`config.mk`:
```
export PLATFORM = sky130hd
export DESIGN_NAME = seq_match_arbiter
export DESIGN_NICKNAME = d
export VERILOG_FILES = /design/src/rtl/seq_match_pkg.sv /design/src/rtl/rr_arbiter.sv /design/src/rtl/seq_match_arbiter.sv
export SDC_FILE = /design/constraint.sdc
export NUM_CORES = 1
export LEC_CHECK = 0
export CAP_MARGIN = 30
export CORE_MARGIN = 10
export CORE_UTILIZATION = 47
export DETAILED_ROUTE_END_ITERATION = 12
export GPL_ROUTABILITY_DRIVEN = 0
export PLACE_DENSITY = 0.72
export SYNTH_ARGS = -nofsm -noshare
export SYNTH_HDL_FRONTEND = slang
export SYNTH_HIERARCHICAL = 1
export SYNTH_SLANG_ARGS = --single-unit
```
`constraint.sdc`:
```
create_clock -name i_clk -period 4.7 [get_ports i_clk]
set_input_delay 0.47 -clock i_clk [delete_from_list [all_inputs] [get_ports i_clk]]
set_output_delay 0.47 -clock i_clk [all_outputs]
set_load 0.03 [all_outputs]
```
`src/rtl/seq_match_pkg.sv`:
```
// rtl/seq_match_pkg.sv - shared FSM state type and default sizing for the sequence matcher
package seq_match_pkg;

    typedef enum logic [1:0] {
        ST_IDLE   = 2'd0,
        ST_GRANT  = 2'd1,
        ST_STREAM = 2'd2,
        ST_DONE   = 2'd3
    } state_t;

    localparam int DEF_NREQ  = 4;
    localparam int DEF_PAT_W = 8;
    localparam int DEF_CNT_W = 8;

endpackage

```
`src/rtl/rr_arbiter.sv`:
```
// rtl/rr_arbiter.sv - combinational round-robin selector, search starts after i_last
module rr_arbiter
    import seq_match_pkg::*;
#(
    parameter  int NREQ  = DEF_NREQ,
    localparam int IDX_W = (NREQ > 1) ? $clog2(NREQ) : 1
) (
    input  logic [NREQ-1:0]  i_req,
    input  logic [IDX_W-1:0] i_last,
    output logic [NREQ-1:0]  o_gnt
);

    logic [IDX_W-1:0] w_idx;
    logic             w_found;

    always_comb begin
        o_gnt   = '0;
        w_idx   = '0;
        w_found = 1'b0;
        for (int i = 1; i <= NREQ; i++) begin
            w_idx = IDX_W'((int'(i_last) + i) % NREQ);
            if (!w_found && i_req[w_idx]) begin
                o_gnt[w_idx] = 1'b1;
                w_found      = 1'b1;
            end
        end
    end

endmodule

```
`src/rtl/seq_match_arbiter.sv`:
```
// rtl/seq_match_arbiter.sv - shared serial pattern matcher time-multiplexed across requesters
module seq_match_arbiter
    import seq_match_pkg::*;
#(
    parameter  int NREQ  = DEF_NREQ,
    parameter  int PAT_W = DEF_PAT_W,
    parameter  int CNT_W = DEF_CNT_W,
    localparam int IDX_W = (NREQ > 1) ? $clog2(NREQ) : 1,
    localparam int LEN_W = $clog2(PAT_W) + 1
) (
    input  logic             i_clk,
    input  logic             i_rst_n,
    input  logic             i_cfg_we,
    input  logic [PAT_W-1:0] i_cfg_pattern,
    input  logic [LEN_W-1:0] i_cfg_len,
    input  logic [NREQ-1:0]  i_req,
    input  logic [NREQ-1:0]  i_bit_in,
    input  logic [NREQ-1:0]  i_bit_valid,
    input  logic [NREQ-1:0]  i_bit_last,
    output logic [NREQ-1:0]  o_gnt,
    output logic             o_match,
    output logic [IDX_W-1:0] o_match_id,
    output logic             o_busy,
    input  logic             i_cnt_clr,
    input  logic [IDX_W-1:0] i_cnt_sel,
    output logic [CNT_W-1:0] o_cnt_rdata
);

    localparam logic [LEN_W-1:0] FULL_LEN = LEN_W'(PAT_W);

    state_t           r_state, w_next;
    logic [IDX_W-1:0] r_idx, r_last, r_match_id, w_win_idx;
    logic [PAT_W-1:0] r_pattern, r_hist, w_hist_nxt, w_mask;
    logic [LEN_W-1:0] r_len, r_fill, w_fill_nxt;
    logic             r_match;
    logic [CNT_W-1:0] r_cnt [NREQ];
    logic [NREQ-1:0]  w_winner;
    logic             w_req_k, w_valid_k, w_last_k, w_bit_k, w_accept, w_hit;

    rr_arbiter #(.NREQ(NREQ)) u_rr (
        .i_req  (i_req),
        .i_last (r_last),
        .o_gnt  (w_winner)
    );

    always_comb begin
        w_win_idx = '0;
        for (int i = 0; i < NREQ; i++) begin
            if (w_winner[i]) w_win_idx = IDX_W'(i);
        end
    end

    // Only the granted requester's lanes are looked at; all others are ignored.
    always_comb begin
        w_req_k    = i_req[r_idx];
        w_valid_k  = i_bit_valid[r_idx];
        w_last_k   = i_bit_last[r_idx];
        w_bit_k    = i_bit_in[r_idx];
        w_accept   = (r_state == ST_STREAM) && w_req_k && w_valid_k;
        w_hist_nxt = {r_hist[PAT_W-2:0], w_bit_k};
        w_fill_nxt = (r_fill == FULL_LEN) ? r_fill : r_fill + LEN_W'(1);
        w_mask     = '0;
        for (int i = 0; i < PAT_W; i++) begin
            w_mask[i] = (i < int'(r_len));
        end
        w_hit = w_accept && (w_fill_nxt >= r_len)
                && (((w_hist_nxt ^ r_pattern) & w_mask) == '0);
    end

    always_ff @(posedge i_clk or negedge i_rst_n) begin
        if (!i_rst_n) r_state <= ST_IDLE;
        else          r_state <= w_next;
    end

    always_comb begin
        w_next = r_state;
        o_gnt  = '0;
        o_busy = (r_state != ST_IDLE);
        case (r_state)
            ST_IDLE:   if (!i_cfg_we && |i_req) w_next = ST_GRANT;
            ST_GRANT:  w_next = ST_STREAM;
            ST_STREAM: begin
                o_gnt[r_idx] = 1'b1;
                if (!w_req_k || (w_valid_k && w_last_k)) w_next = ST_DONE;
            end
            ST_DONE:   w_next = ST_IDLE;
            default:   w_next = ST_IDLE;
        endcase
    end

    always_ff @(posedge i_clk or negedge i_rst_n) begin
        if (!i_rst_n) begin
            r_idx      <= '0;
            r_last     <= IDX_W'(NREQ - 1);
            r_pattern  <= '0;
            r_len      <= FULL_LEN;
            r_hist     <= '0;
            r_fill     <= '0;
            r_match    <= 1'b0;
            r_match_id <= '0;
        end else begin
            r_match <= w_hit;
            if (w_hit) r_match_id <= r_idx;
            case (r_state)
                ST_IDLE: begin
                    if (i_cfg_we) begin
                        r_pattern <= i_cfg_pattern;
                        r_len     <= (i_cfg_len == '0 || i_cfg_len > FULL_LEN) ? FULL_LEN : i_cfg_len;
                    end else if (|i_req) begin
                        r_idx <= w_win_idx;
                    end
                end
                ST_GRANT: begin
                    r_hist <= '0;
                    r_fill <= '0;
                end
                ST_STREAM: begin
                    if (w_accept) begin
                        r_hist <= w_hist_nxt;
                        r_fill <= w_fill_nxt;
                    end
                end
                ST_DONE: r_last <= r_idx;
                default: ;
            endcase
        end
    end

    // Clear beats a coincident increment; increments stick at all-ones.
    always_ff @(posedge i_clk or negedge i_rst_n) begin
        if (!i_rst_n) begin
            for (int i = 0; i < NREQ; i++) r_cnt[i] <= '0;
        end else begin
            for (int i = 0; i < NREQ; i++) begin
                if (i_cnt_clr)
                    r_cnt[i] <= '0;
                else if (w_hit && r_idx == IDX_W'(i) && r_cnt[i] != '1)
                    r_cnt[i] <= r_cnt[i] + CNT_W'(1);
            end
        end
    end

    always_comb begin
        o_cnt_rdata = '0;
        for (int i = 0; i < NREQ; i++) begin
            if (i_cnt_sel == IDX_W'(i)) o_cnt_rdata = r_cnt[i];
        end
    end

    assign o_match    = r_match;
    assign o_match_id = r_match_id;

endmodule

```
After elaboration in Yosys (flattened, before gate mapping):

Index checks and enable logic that the tools add are counted.

* output and inout port bits: 16
* flip-flop bits (word level): 64
* input bits: 34

* add/sub/neg operators: 9
* order comparisons: 20
* reductions and logical operators: 45
* equal/unequal tests: 17
* bitwise logic cells: 6
* mux-type cells: 58

Operators by type and width (number)
* 8-bit 2-to-1 mux: 12
* 8-bit by 1-bit adder with 8-bit output, second input constant: 4
* 4-bit 2-to-1 mux: 8
* 8-bit inequality test, second input constant: 4
* 1-bit logical AND: 22
* 1-bit 2-to-1 mux: 17
* 1-bit binary-select mux with 2-bit select: 8
* 3-bit by 4-bit less-than comparator with 1-bit output, first input constant: 4
* 2-bit by 3-bit less-than comparator with 1-bit output, second input constant: 5
* 7-bit one-hot mux with 2 select lines: 1
* 2-bit == test, second input constant: 6
* 4-bit OR: 3
* 2-bit nonzero test: 6
* 1-bit demux with 2-bit select: 5
* 2-bit by 1-bit >= comparator with 1-bit output, second input constant: 5
* 8-bit AND: 1
* 8-bit logical NOT: 1
* 1-bit by 4-bit less-than comparator with 1-bit output, first input constant: 2
* 2-bit by 4-bit less-than comparator with 1-bit output, first input constant: 2
* 2-bit 2-to-1 mux: 4
* 2-bit one-hot mux with 4 select lines: 1
* 4-bit one-hot mux with 2 select lines: 1
* 8-bit bitwise XOR: 1
* 7-bit 2-to-1 mux: 1
* 17 further kinds: 31

Longest topological paths before layout:

Gate-level depths: netlist of run 1.

* depth after elaboration: 16
* mapped depth: 15

Modules after synthesis:

The synthesis of run 1 kept the hierarchy.

By module, submodules not included
* seq_match_arbiter: instances 1, cells each 358, area each 3656.0 µm², sequential area each 1605.3 µm²
* rr_arbiter: instances 1, cells each 38, area each 357.8 µm², sequential area each 0.0 µm²

Least setup slack after synthesis of run 1:

OpenSTA, ideal clock, no wires.

* kind: register to register
* from: register r_fill[0]
* to: register r_cnt[23] (netlist bit)
* path slack: 1.897 ns
* arrival: 2.667 ns
* library setup time: 0.136 ns
* clock period less this slack: 2.803 ns
* data required time: 4.564 ns
* stages on the path, launching flop included: 16
* path through: dfrtp_1 > inv_1 > ha_1 > nand2_1 > nor2_1 > xnor2_1 > ha_1 > nand2b_1 > a2111o_1 > o2111ai_1 > or4_1 > buf_2 > buf_6 > buf_2 > o31ai_1 > a21oi_1

* longest elaborated chain between the ends: 8
* elaborated cells on any way between the ends: 9
* classes of those cells: add/sub: 1; order compare: 1; eq/ne: 1; mux: 1; reduce/logical: 5

RTL lines
* start, declared: line seq_match_arbiter.sv:34 `logic [LEN_W-1:0] r_len, r_fill, w_fill_nxt;`
* start signal, assigned: line seq_match_arbiter.sv:120 `r_fill <= w_fill_nxt;`
* 4-bit by 1-bit adder with 4-bit output / 4-bit == test (equally long branches): line seq_match_arbiter.sv:61 `w_fill_nxt = (r_fill == FULL_LEN) ? r_fill : r_fill + LEN_W'(1);`
* 4-bit 2-to-1 mux (*): line seq_match_arbiter.sv:61
* 4-bit >= comparator (*): line seq_match_arbiter.sv:66 `w_hit = w_accept && (w_fill_nxt >= r_len)`
* 1-bit logical AND (*): line seq_match_arbiter.sv:66
* 1-bit logical AND (*): line seq_match_arbiter.sv:67 `&& (((w_hist_nxt ^ r_pattern) & w_mask) == '0);`
* 1-bit logical AND (*) (2 in series): line seq_match_arbiter.sv:137 `else if (w_hit && r_idx == IDX_W'(i) && r_cnt[i] != '1)`
* 2-bit nonzero test (no source line) (*)
* end signal, assigned by index: line seq_match_arbiter.sv:138 `r_cnt[i] <= r_cnt[i] + CNT_W'(1);`
* end, declared: line seq_match_arbiter.sv:36 `logic [CNT_W-1:0] r_cnt [NREQ];`

Mark *: on every way between the ends. The rest lies on a longest branch, timed or not.
A chain may end at the register's enable or synchronous reset.

Final worst setup path of run 1:

* from: register r_idx[0]
* to: register r_cnt[22] (netlist bit)

* longest elaborated chain between the ends: 9
* elaborated cells on any way between the ends: 17
* classes of those cells: eq/ne: 1; mux: 6; bitwise: 2; reduce/logical: 8

RTL lines
* start, declared: line seq_match_arbiter.sv:32 `logic [IDX_W-1:0] r_idx, r_last, r_match_id, w_win_idx;`
* start signal, assigned: line seq_match_arbiter.sv:110 `r_idx <= w_win_idx;`
* 1-bit binary-select mux with 2-bit select, on equally long branches: line seq_match_arbiter.sv:58, seq_match_arbiter.sv:55
* 1-bit 2-to-1 mux, on equally long branches: line seq_match_arbiter.sv:58, seq_match_arbiter.sv:55
* 8-bit bitwise XOR / 1-bit logical AND (equally long branches): line seq_match_arbiter.sv:67, seq_match_arbiter.sv:59
* 8-bit AND / 1-bit logical AND (equally long branches): line seq_match_arbiter.sv:67, seq_match_arbiter.sv:59
* 8-bit logical NOT / 1-bit logical AND (equally long branches): line seq_match_arbiter.sv:67, seq_match_arbiter.sv:66
* 1-bit logical AND: line seq_match_arbiter.sv:67
* 1-bit logical AND (*) (2 in series): line seq_match_arbiter.sv:137
* 2-bit nonzero test (no source line) (*)

Mark *: on every way between the ends. The rest lies on a longest branch, timed or not. The select of a mux whose other input is x is not followed.

==> impl_metrics.py, run 1 <==
metrics = {
    "clocking": {
        "post_cts_buffers": 0,
        "post_cts_resized": 0,
        "tritoncts": "built",
        "clk_pin_slew_worst_paths_ns": 0.08,
        "ctsHoldBuffers": 0,
        "clock_path_buffers": 2,
        "insertion_delay_ns": 0.34,
        "cts_sinks": 64,
        "clk_root_buffer_cell": "clkbuf_8",
        "htreeDepth": 3,
        "cts_made_buffers": 9,
    },
    "die": {
        "fp.dieW_um": 112,
        "dieArea_um2": 12500,
        "core_region_area_um2": 8220,
        "boundaryPins": 50,
        "start_util": 0.484,
        "num_rows": 33,
        "die_h_um": 112,
    },
    "sta": {
        "fmax_mhz": 273,
        "hold_viol_final": 0,
        "rsz0062_at_grt": "false",
        "setup_tns_ns": 0,
        "relSlewSlack": 0.329,
        "fin_crit_sh": 0.780,
        "clock_skew_ns": 0.0129,
        "drv_slew": 0,
        "postLayoutSetupSlackWorst_ns": 1.03,
        "period_minus_slack_ns": 3.67,
        "finalSetupViolations": 0,
        "worstMarginPinSlew_ns": 0.996,
    },
    "critical_path": {
        "worstPathRequired_ns": 4.95,
        "crit_path_frequent_cell": "or4_1",
        "max_stage_delay_ns": 0.84,
        "cp_data_arrival_time_ns": 3.92,
        "crit_path_max_fanout": 28,
        "worstPathCellList": "mux4_1 > and3_1 > o2111ai_1 > or4_1 > or4_1 > a21oi_1",
        "path_class": "flop to flop",
        "critPathSlowestCell": "or4_1",
        "worstSetupEndpointType": "flop",
        "start_kind": "flop",
    },
    "place": {
        "port_buffers": 49,
        "dpl.cell_count": 531,
        "place_ws_ns": 0.885,
        "dpl.hpwl_um": 6820,
    },
    "detailed_routing": {
        "drt_iter0_markers": 253,
        "drc": 0,
        "antenna_left": 0,
        "drt_first_pass_iters": 4,
        "vias": 3183,
        "routed_wl_um": 9160,
        "wl_per_cell_um": 16.7,
        "via_per_inst": 5.82,
    },
    "final_layout": {
        "areaGrowthSynthToFinish_pct": 18.7,
        "final_cells": 547,
        "utilization": 0.575,
        "diodes": 0,
        "final_nets": 493,
        "layout-drive-gt1-share": 0.118,
        "fillers": 701,
    },
    "pwr": {
        "p_leak_nw": 1.91,
        "clkPwrFrac": 0.221,
        "sw_frac_of_total": 0.379,
        "powerDensity_nw_per_um2": 420,
        "p_int_w": 0.00123,
        "p_sw_w": 0.000752,
        "p_seq_frac": 0.398,
        "combinationalPowerShare": 0.382,
        "peakVddDrop_uv": 312,
    },
    "grt": {
        "grt-busiest-layer": "met2",
        "grt_util_met3": 0.0242,
        "grt_start_max_net_pins": 65,
        "grt_pass1_vias": 3117,
        "use_met1": 0.174,
        "grt_usage": 0.145,
        "grt_overflow_total": 0,
        "antenna_found_initial": 0,
        "grtUsageMet2": 0.253,
        "grt_pass1_wl_um": 15500,
    },
    "status": {
        "outcome": "complete, no violations",
    },
    "synthesis": {
        "syn_avg_cell_area_um2": 10.2,
        "syn_nets": 447,
        "synthCells": 391,
        "ys_warn_count": 6,
        "syn_area_um2": 3980,
    },
    "worst_hold_path": {
        "hold_class": "primary input to async pin",
    },
    "flow_run": {
        "drv_cap": 0,
    },
}
==> power by group through the flow <==
stage / Combinational, W / Clock, W / Sequential (W)
6_report: 0.000756 / 0.000437 / 0.000788
5_1_grt: 0.000839 / 0.000467 / 0.000808
4_1_cts: 0.000761 / 0.000441 / 0.000789
3_5_place_dp: 0.000756 / 0 / 0.000800
3_3_place_gp: 0.000726 / 0 / 0.000797
2_1_floorplan: 0.000605 / 0 / 0.000745
==> critical path, delay by kind of cell, from the launching register on <==
kind / cells / cell delay [ns]
multiplexers: 1 / 0.43
AND/OR/NAND/NOR: 3 / 1.92
flip-flops: 1 / 0.75
AO/OA/AOI/OAI: 2 / 0.48
==> layer usage <==
| layer | wire length (µm) | part of all wire |
|---|---|---|
| met5 | 0 | 0 |
| met4 | 160 | 0.017 |
| met1 | 4060 | 0.44 |
| met3 | 285 | 0.031 |
| met2 | 4650 | 0.51 |
==> final timing paths <==
kind | start | end | slack (ns) | cells after the start
max in group asynchronous | i_rst_n | r_fill[2]$_DFFE_PN0P_ | 3.85 | 2
worst min-delay path | i_rst_n | r_state[1]$_DFFE_PN0P_ | 0.29 | 2
min in group i_clk | r_hist[6]$_DFFE_PN0P_ | r_hist[6]$_DFFE_PN0P_ | 0.52 | 1
worst max register to register | r_idx[0]$_DFFE_PN0P_ | r_cnt[22]$_DFFE_PN0P_ | 1.03 | 6
worst min register to register | r_hist[6]$_DFFE_PN0P_ | r_hist[6]$_DFFE_PN0P_ | 0.52 | 1
worst max-delay path | r_idx[0]$_DFFE_PN0P_ | r_cnt[22]$_DFFE_PN0P_ | 1.03 | 6
==> layout make-up <==
| class | count | area [µm²] | area share |
|---|---|---|---|
| clock buffers | 12 | 155 | 0.0328 |
| clock inverters | 4 | 28.8 | 0.00609 |
| well taps | 105 | 131 | 0.0278 |
| flip-flops and latches | 64 | 1610 | 0.340 |
| repair buffers | 53 | 523 | 0.111 |
| inverters | 26 | 97.6 | 0.0207 |
| multi-input cells | 283 | 2180 | 0.462 |
==> registers in the layout (all words and copies together), names as in the netlist <==
name	cells
r_cnt	32
r_pattern	8
r_hist	7
r_fill	4
r_len	4
o_match_id	2
r_idx	2
r_last	2
r_state	2
o_match	1
==> cells in the final DEF, fill, tap and decap left out, types with 4 or more instances in the layout <==
cell type        count
a21oi_1             37
a21o_1               4
nand2_1             29
xnor2_1              6
mux4_2              13
dfrtp_1             61
o31ai_1             10
nor3_1               6
and3_1               7
or4_1               12
inv_1               26
a22o_1              10
ha_1                22
clkdlybuf4s50_1     48
xor2_1               6
or3_1               12
nand3_1             20
clkbuf_8            11
mux2_2              13
o21ai_0             23
nand2b_1             5
nor2_1              15
==> stage by stage <==
step / hold WS (ns) / instance area (µm²) / power [W]
floorplan: 0.174 / 3980 / 0.00135
global placement: 0.497 / 4520 / 0.00152
detailed placement: 0.508 / 4540 / 0.00156
CTS: 0.340 / 4720 / 0.00199
global route: 0.377 / 4720 / 0.00211
finish: 0.292 / 4720 / 0.00198
Note: power is estimated with default switching activity, not from simulation.
==> run 2, diff against run 1 <==
clock period = 3.65 ns   (was 4.7 ns; I/O delays follow)
==> impl_metrics.py, run 2 (synthesized netlist as in run 1, its figures left out) <==
metrics = {
    "detailed_routing": {
        "dr_wl_met2_um": 4630,
        "vias": 3207,
        "met1_length_um": 4090,
        "wl_per_cell_um": 16.8,
        "drt_iter0_markers": 186,
        "drc": 0,
        "dr.max_layer_used": "met4",
        "routed_wl_um": 9220,
        "wl_met3_um": 346,
        "drt_first_pass_iters": 4,
        "via_per_inst": 5.83,
        "antenna_left": 0,
    },
    "pwr": {
        "powerDensity_nw_per_um2": 552,
        "p_int_w": 0.00165,
        "p_seq_frac": 0.383,
        "p_sw_w": 0.000974,
        "peakVddDrop_uv": 319,
        "p_leak_nw": 1.93,
        "sw_frac_of_total": 0.371,
        "combinationalPowerShare": 0.382,
        "clkPwrFrac": 0.235,
    },
    "clocking": {
        "post_cts_resized": 0,
        "htreeDepth": 3,
        "clock_path_buffers": 2,
        "cts_made_buffers": 9,
        "insertion_delay_ns": 0.34,
        "clk_pin_slew_worst_paths_ns": 0.08,
        "post_cts_buffers": 0,
        "clk_root_buffer_cell": "clkbuf_8",
        "cts_sinks": 64,
        "tritoncts": "built",
        "ctsHoldBuffers": 0,
    },
    "sta": {
        "setup_tns_ns": 0,
        "period_minus_slack_ns": 3.34,
        "clock_skew_ns": 0.0104,
        "hold_viol_final": 0,
        "fin_crit_sh": 0.915,
        "rsz0062_at_grt": "false",
        "finalSetupViolations": 0,
        "drv_slew": 0,
        "worstMarginPinSlew_ns": 0.967,
        "relSlewSlack": 0.349,
        "fmax_mhz": 299,
    },
    "final_layout": {
        "areaGrowthSynthToFinish_pct": 19.6,
        "reg.largest.list": "r_cnt (32), r_pattern (8), r_hist (7)",
        "final_cells": 550,
        "layout-drive-gt1-share": 0.121,
        "max_flop_register": "r_cnt",
        "largest_reg_flops": 32,
        "final_cell_mix": "dfrtp_1 (61), clkdlybuf4s50_1 (48), a21oi_1 (37)",
        "layout_commonest_cell": "dfrtp_1",
        "final_nets": 496,
        "diodes": 0,
    },
    "worst_hold_path": {
        "hold_class": "primary input to async pin",
    },
    "die": {
        "num_rows": 33,
        "boundaryPins": 50,
        "start_util": 0.484,
        "dieArea_um2": 12500,
        "fp.dieW_um": 112,
        "die_h_um": 112,
        "core_region_area_um2": 8220,
    },
    "place": {
        "dpl.hpwl_um": 6840,
        "dpl.cell_count": 534,
        "port_buffers": 49,
    },
    "status": {
        "outcome": "complete, no violations",
    },
    "grt": {
        "grt_pass1_wl_um": 15500,
        "grt_overflow_total": 0,
        "antenna_found_initial": 0,
        "grt_pass1_vias": 3151,
        "grt_usage": 0.146,
        "grt_start_max_net_pins": 42,
    },
    "critical_path": {
        "worstPathRequired_ns": 3.92,
        "worstSetupEndpointType": "flop",
        "rr_worst_depth": 12,
        "start_kind": "flop",
        "cp_data_arrival_time_ns": 3.61,
        "path_class": "flop to flop",
        "crit_path_max_fanout": 28,
    },
    "flow_run": {
        "drv_cap": 0,
    },
}
## run 2: cell types whose count changed in the layout (fill, tap and decap cells not counted), sizes merged
cell           previous run  this run
bufinv                    0         1
clkinvlp                  2         1
buf                       5         7
clkdlybuf4s18             0         1
## run 2: routing by layer
layer	up-vias	global-route usage
met3	11	0.0236
li1	1563	-
met2	67	0.237
met5	-	0
met1	1566	0.187
met4	0	0.0651
## run 2: area by class of cell
| class | instances | area [µm²] |
|---|---|---|
| inverters | 26 | 97.6 |
| multi-input cells | 283 | 2180 |
| clock buffers | 12 | 145 |
| fillers | 700 | 3460 |
| flip-flops and latches | 64 | 1610 |
| well taps | 105 | 131 |
| clock inverters | 4 | 55.1 |
| repair buffers | 56 | 541 |
## run 2: critical path, cell delays in order, from the launching register on
cell and delay, ns:
dfrtp_1 0.40, inv_1 0.10, ha_1 0.14, nand2_1 0.06, nor2_1 0.13, xnor2_1 0.11
ha_1 0.28, nand2b_1 0.09, a2111o_1 0.13, o2111ai_1 0.22, or4_1 0.82, or4_1 0.62
a21oi_1 0.16
## run 2: path summary, 6_finish.rpt
path | from | to | slack [ns]
max | r_fill[0]$_DFFE_PN0P_ | r_cnt[30]$_DFFE_PN0P_ | 0.31
min in group i_clk | o_match_id[1]$_DFFE_PN0N_ | o_match_id[1]$_DFFE_PN0N_ | 0.51
max in group asynchronous | i_rst_n | r_cnt[25]$_DFFE_PN0P_ | 2.63
min reg2reg | o_match_id[1]$_DFFE_PN0N_ | o_match_id[1]$_DFFE_PN0N_ | 0.51
max reg2reg | r_fill[0]$_DFFE_PN0P_ | r_cnt[30]$_DFFE_PN0P_ | 0.31
min | i_rst_n | r_state[0]$_DFFE_PN0P_ | 0.15
## run 2: power groups by stage
stage	clock network, W	registers, W	logic (W)
after floorplan	0	0.000960	0.000779
after global placement	0	0.00101	0.000975
after detailed placement	0	0.00102	0.00101
after CTS	0.000628	0.00101	0.00101
after global routing	0.000655	0.00103	0.00112
final	0.000618	0.00101	0.00100
## run 2: metrics by stage
stage / total power [W] / hold slack (ns) / setup slack, ns / util / cell area, µm²
after global routing: 0.00281 / 0.224 / 0.0344 / 0.579 / 4760
after detailed placement: 0.00203 / 0.500 / 0.298 / 0.555 / 4560
after CTS: 0.00265 / 0.180 / 0.337 / 0.579 / 4760
final: 0.00263 / 0.146 / 0.309 / 0.579 / 4760
after floorplan: 0.00174 / 0.0694 / 0.847 / - / 3980
after global placement: 0.00199 / 0.497 / 0.425 / 0.553 / 4550
==> run 3, diff against run 2 <==
REMOVE_ABC_BUFFERS = 1   (was default)
==> impl_metrics.py, run 3 (synthesized netlist as in run 1, its figures left out) <==
metrics = {
    "grt": {
        "grt_usage": 0.147,
        "grt_overflow_total": 0,
        "grt_pass1_wl_um": 15600,
        "grt_pass1_vias": 3256,
        "antenna_found_initial": 0,
        "grt_start_max_net_pins": 42,
    },
    "final_layout": {
        "max_flop_register": "r_cnt",
        "fillers": 694,
        "reg.largest.list": "r_cnt (32), r_pattern (8), r_hist (7)",
        "final_cell_mix": "dfrtp_1 (61), clkdlybuf4s50_1 (48), a21oi_1 (37)",
        "areaGrowthSynthToFinish_pct": 21.4,
        "layout_commonest_cell": "dfrtp_1",
        "largest_reg_flops": 32,
        "final_nets": 496,
        "layout-drive-gt1-share": 0.128,
        "diodes": 0,
    },
    "die": {
        "start_util": 0.484,
        "fp.dieW_um": 112,
        "boundaryPins": 50,
        "core_region_area_um2": 8220,
        "dieArea_um2": 12500,
        "num_rows": 33,
        "die_h_um": 112,
    },
    "sta": {
        "setup_tns_ns": 0,
        "fin_crit_sh": 0.860,
        "rsz0062_at_grt": "false",
        "drv_slew": 0,
        "finalSetupViolations": 0,
        "period_minus_slack_ns": 3.14,
        "worstMarginPinSlew_ns": 1.05,
        "clock_skew_ns": 0.00974,
        "relSlewSlack": 0.296,
        "fmax_mhz": 319,
        "hold_viol_final": 0,
        "whs_ns": 0.155,
    },
    "detailed_routing": {
        "drt_first_pass_iters": 4,
        "wl_per_cell_um": 16.8,
        "antenna_left": 0,
        "via_per_inst": 5.83,
        "drc": 0,
        "routed_wl_um": 9260,
        "vias": 3208,
        "drt_iter0_markers": 177,
    },
    "critical_path": {
        "path_class": "flop to flop",
        "r2r_slack_ns": 0.51,
        "cp_data_arrival_time_ns": 3.39,
        "regToRegEndpoint": "r_cnt[23]$_DFFE_PN0P_",
        "rr_startpoint": "r_fill[0]$_DFFE_PN0P_",
        "worstPathRequired_ns": 3.90,
        "start_kind": "flop",
        "worstSetupEndpointType": "flop",
        "crit_path_max_fanout": 28,
        "rr_worst_depth": 12,
    },
    "clocking": {
        "clock_path_buffers": 2,
        "clk_root_buffer_cell": "clkbuf_8",
        "clk_pin_slew_worst_paths_ns": 0.07,
        "insertion_delay_ns": 0.34,
        "cts_made_buffers": 9,
        "tritoncts": "built",
        "cts_sinks": 64,
        "htreeDepth": 3,
        "ctsHoldBuffers": 0,
    },
    "place": {
        "dpl.hpwl_um": 6900,
        "port_buffers": 49,
    },
    "pwr": {
        "p_leak_nw": 1.96,
        "powerDensity_nw_per_um2": 586,
        "peakVddDrop_uv": 333,
    },
    "worst_hold_path": {
        "hold_class": "primary input to async pin",
    },
    "flow_run": {
        "drv_cap": 0,
    },
    "status": {
        "outcome": "complete, no violations",
    },
}
## run 3: cell count changes in the layout (fill, tap and decap cells not counted), sizes merged
cell,change
bufinv,+3
clkbuf,-3
clkdlybuf4s15,+1
clkdlybuf4s18,-1
clkinv,-1
clkinvlp,+1
## run 3: what timing repair did
item,in CTS,in global routing
resized for setup,0,1
setup endpoints to repair,0,10
buffers inserted,0,0
## run 3: power by group
| group | internal, W | leakage [nW] | switching, W |
|---|---|---|---|
| Sequential | 0.000842 | 0.853 | 0.000168 |
| Clock | 0.000524 | 0.126 | 0.000289 |
| Combinational | 0.000474 | 0.985 | 0.000533 |
## run 3: per-stage QoR
step                      instance area, µm²  instances   util  power, W  worst slack (ns)
after floorplan                         3880        373      -   0.00169             0.655
after global placement                  4540        532  0.552   0.00199             0.381
after detailed placement                4560        534  0.554   0.00203             0.263
after CTS                               4820        550  0.587   0.00285             0.255
after global routing                    4830        550  0.587   0.00301             0.215
final                                   4830        550  0.587   0.00283             0.510
## run 3: worst max-delay path: stages, from the launching register on
cell and delay, ns:
dfrtp_1 0.39, inv_1 0.09, ha_1 0.19, nand2_1 0.08, nor2_1 0.05, xnor2_1 0.17
ha_1 0.29, nand2b_1 0.09, a2111o_1 0.12, o2111ai_1 0.23, or4_4 0.64, or4_1 0.54
a21oi_1 0.16
## run 3: worst max path at each step
stage,to,startpoint
after detailed placement,r_cnt[29]$_DFFE_PN0P_,r_fill[0]$_DFFE_PN0P_
after floorplan,r_cnt[20]$_DFFE_PN0P_,r_fill[0]$_DFFE_PN0P_
after global routing,r_cnt[29]$_DFFE_PN0P_,r_fill[0]$_DFFE_PN0P_
final,r_cnt[23]$_DFFE_PN0P_,r_fill[0]$_DFFE_PN0P_
after CTS,r_cnt[29]$_DFFE_PN0P_,r_fill[0]$_DFFE_PN0P_
after global placement,r_cnt[22]$_DFFE_PN0P_,i_bit_in[3]
## run 3: layout make-up
type,instances,area [µm²],area share
multi-input combinational,283,2190,0.453
sequential,64,1610,0.333
timing repair buffer,56,539,0.112
clock buffer,9,124,0.0257
clock inverter,7,144,0.0298
inverter,26,97.6,0.0202
tap,105,131,0.0272
## run 3: metal layers
metal	vias to the layer above	wire length (µm)	global-route usage
met5	-	0	0
met2	59	4490	0.242
li1	1557	-	-
met1	1580	4170	0.182
met3	12	446	0.0327
met4	0	150	0.0558
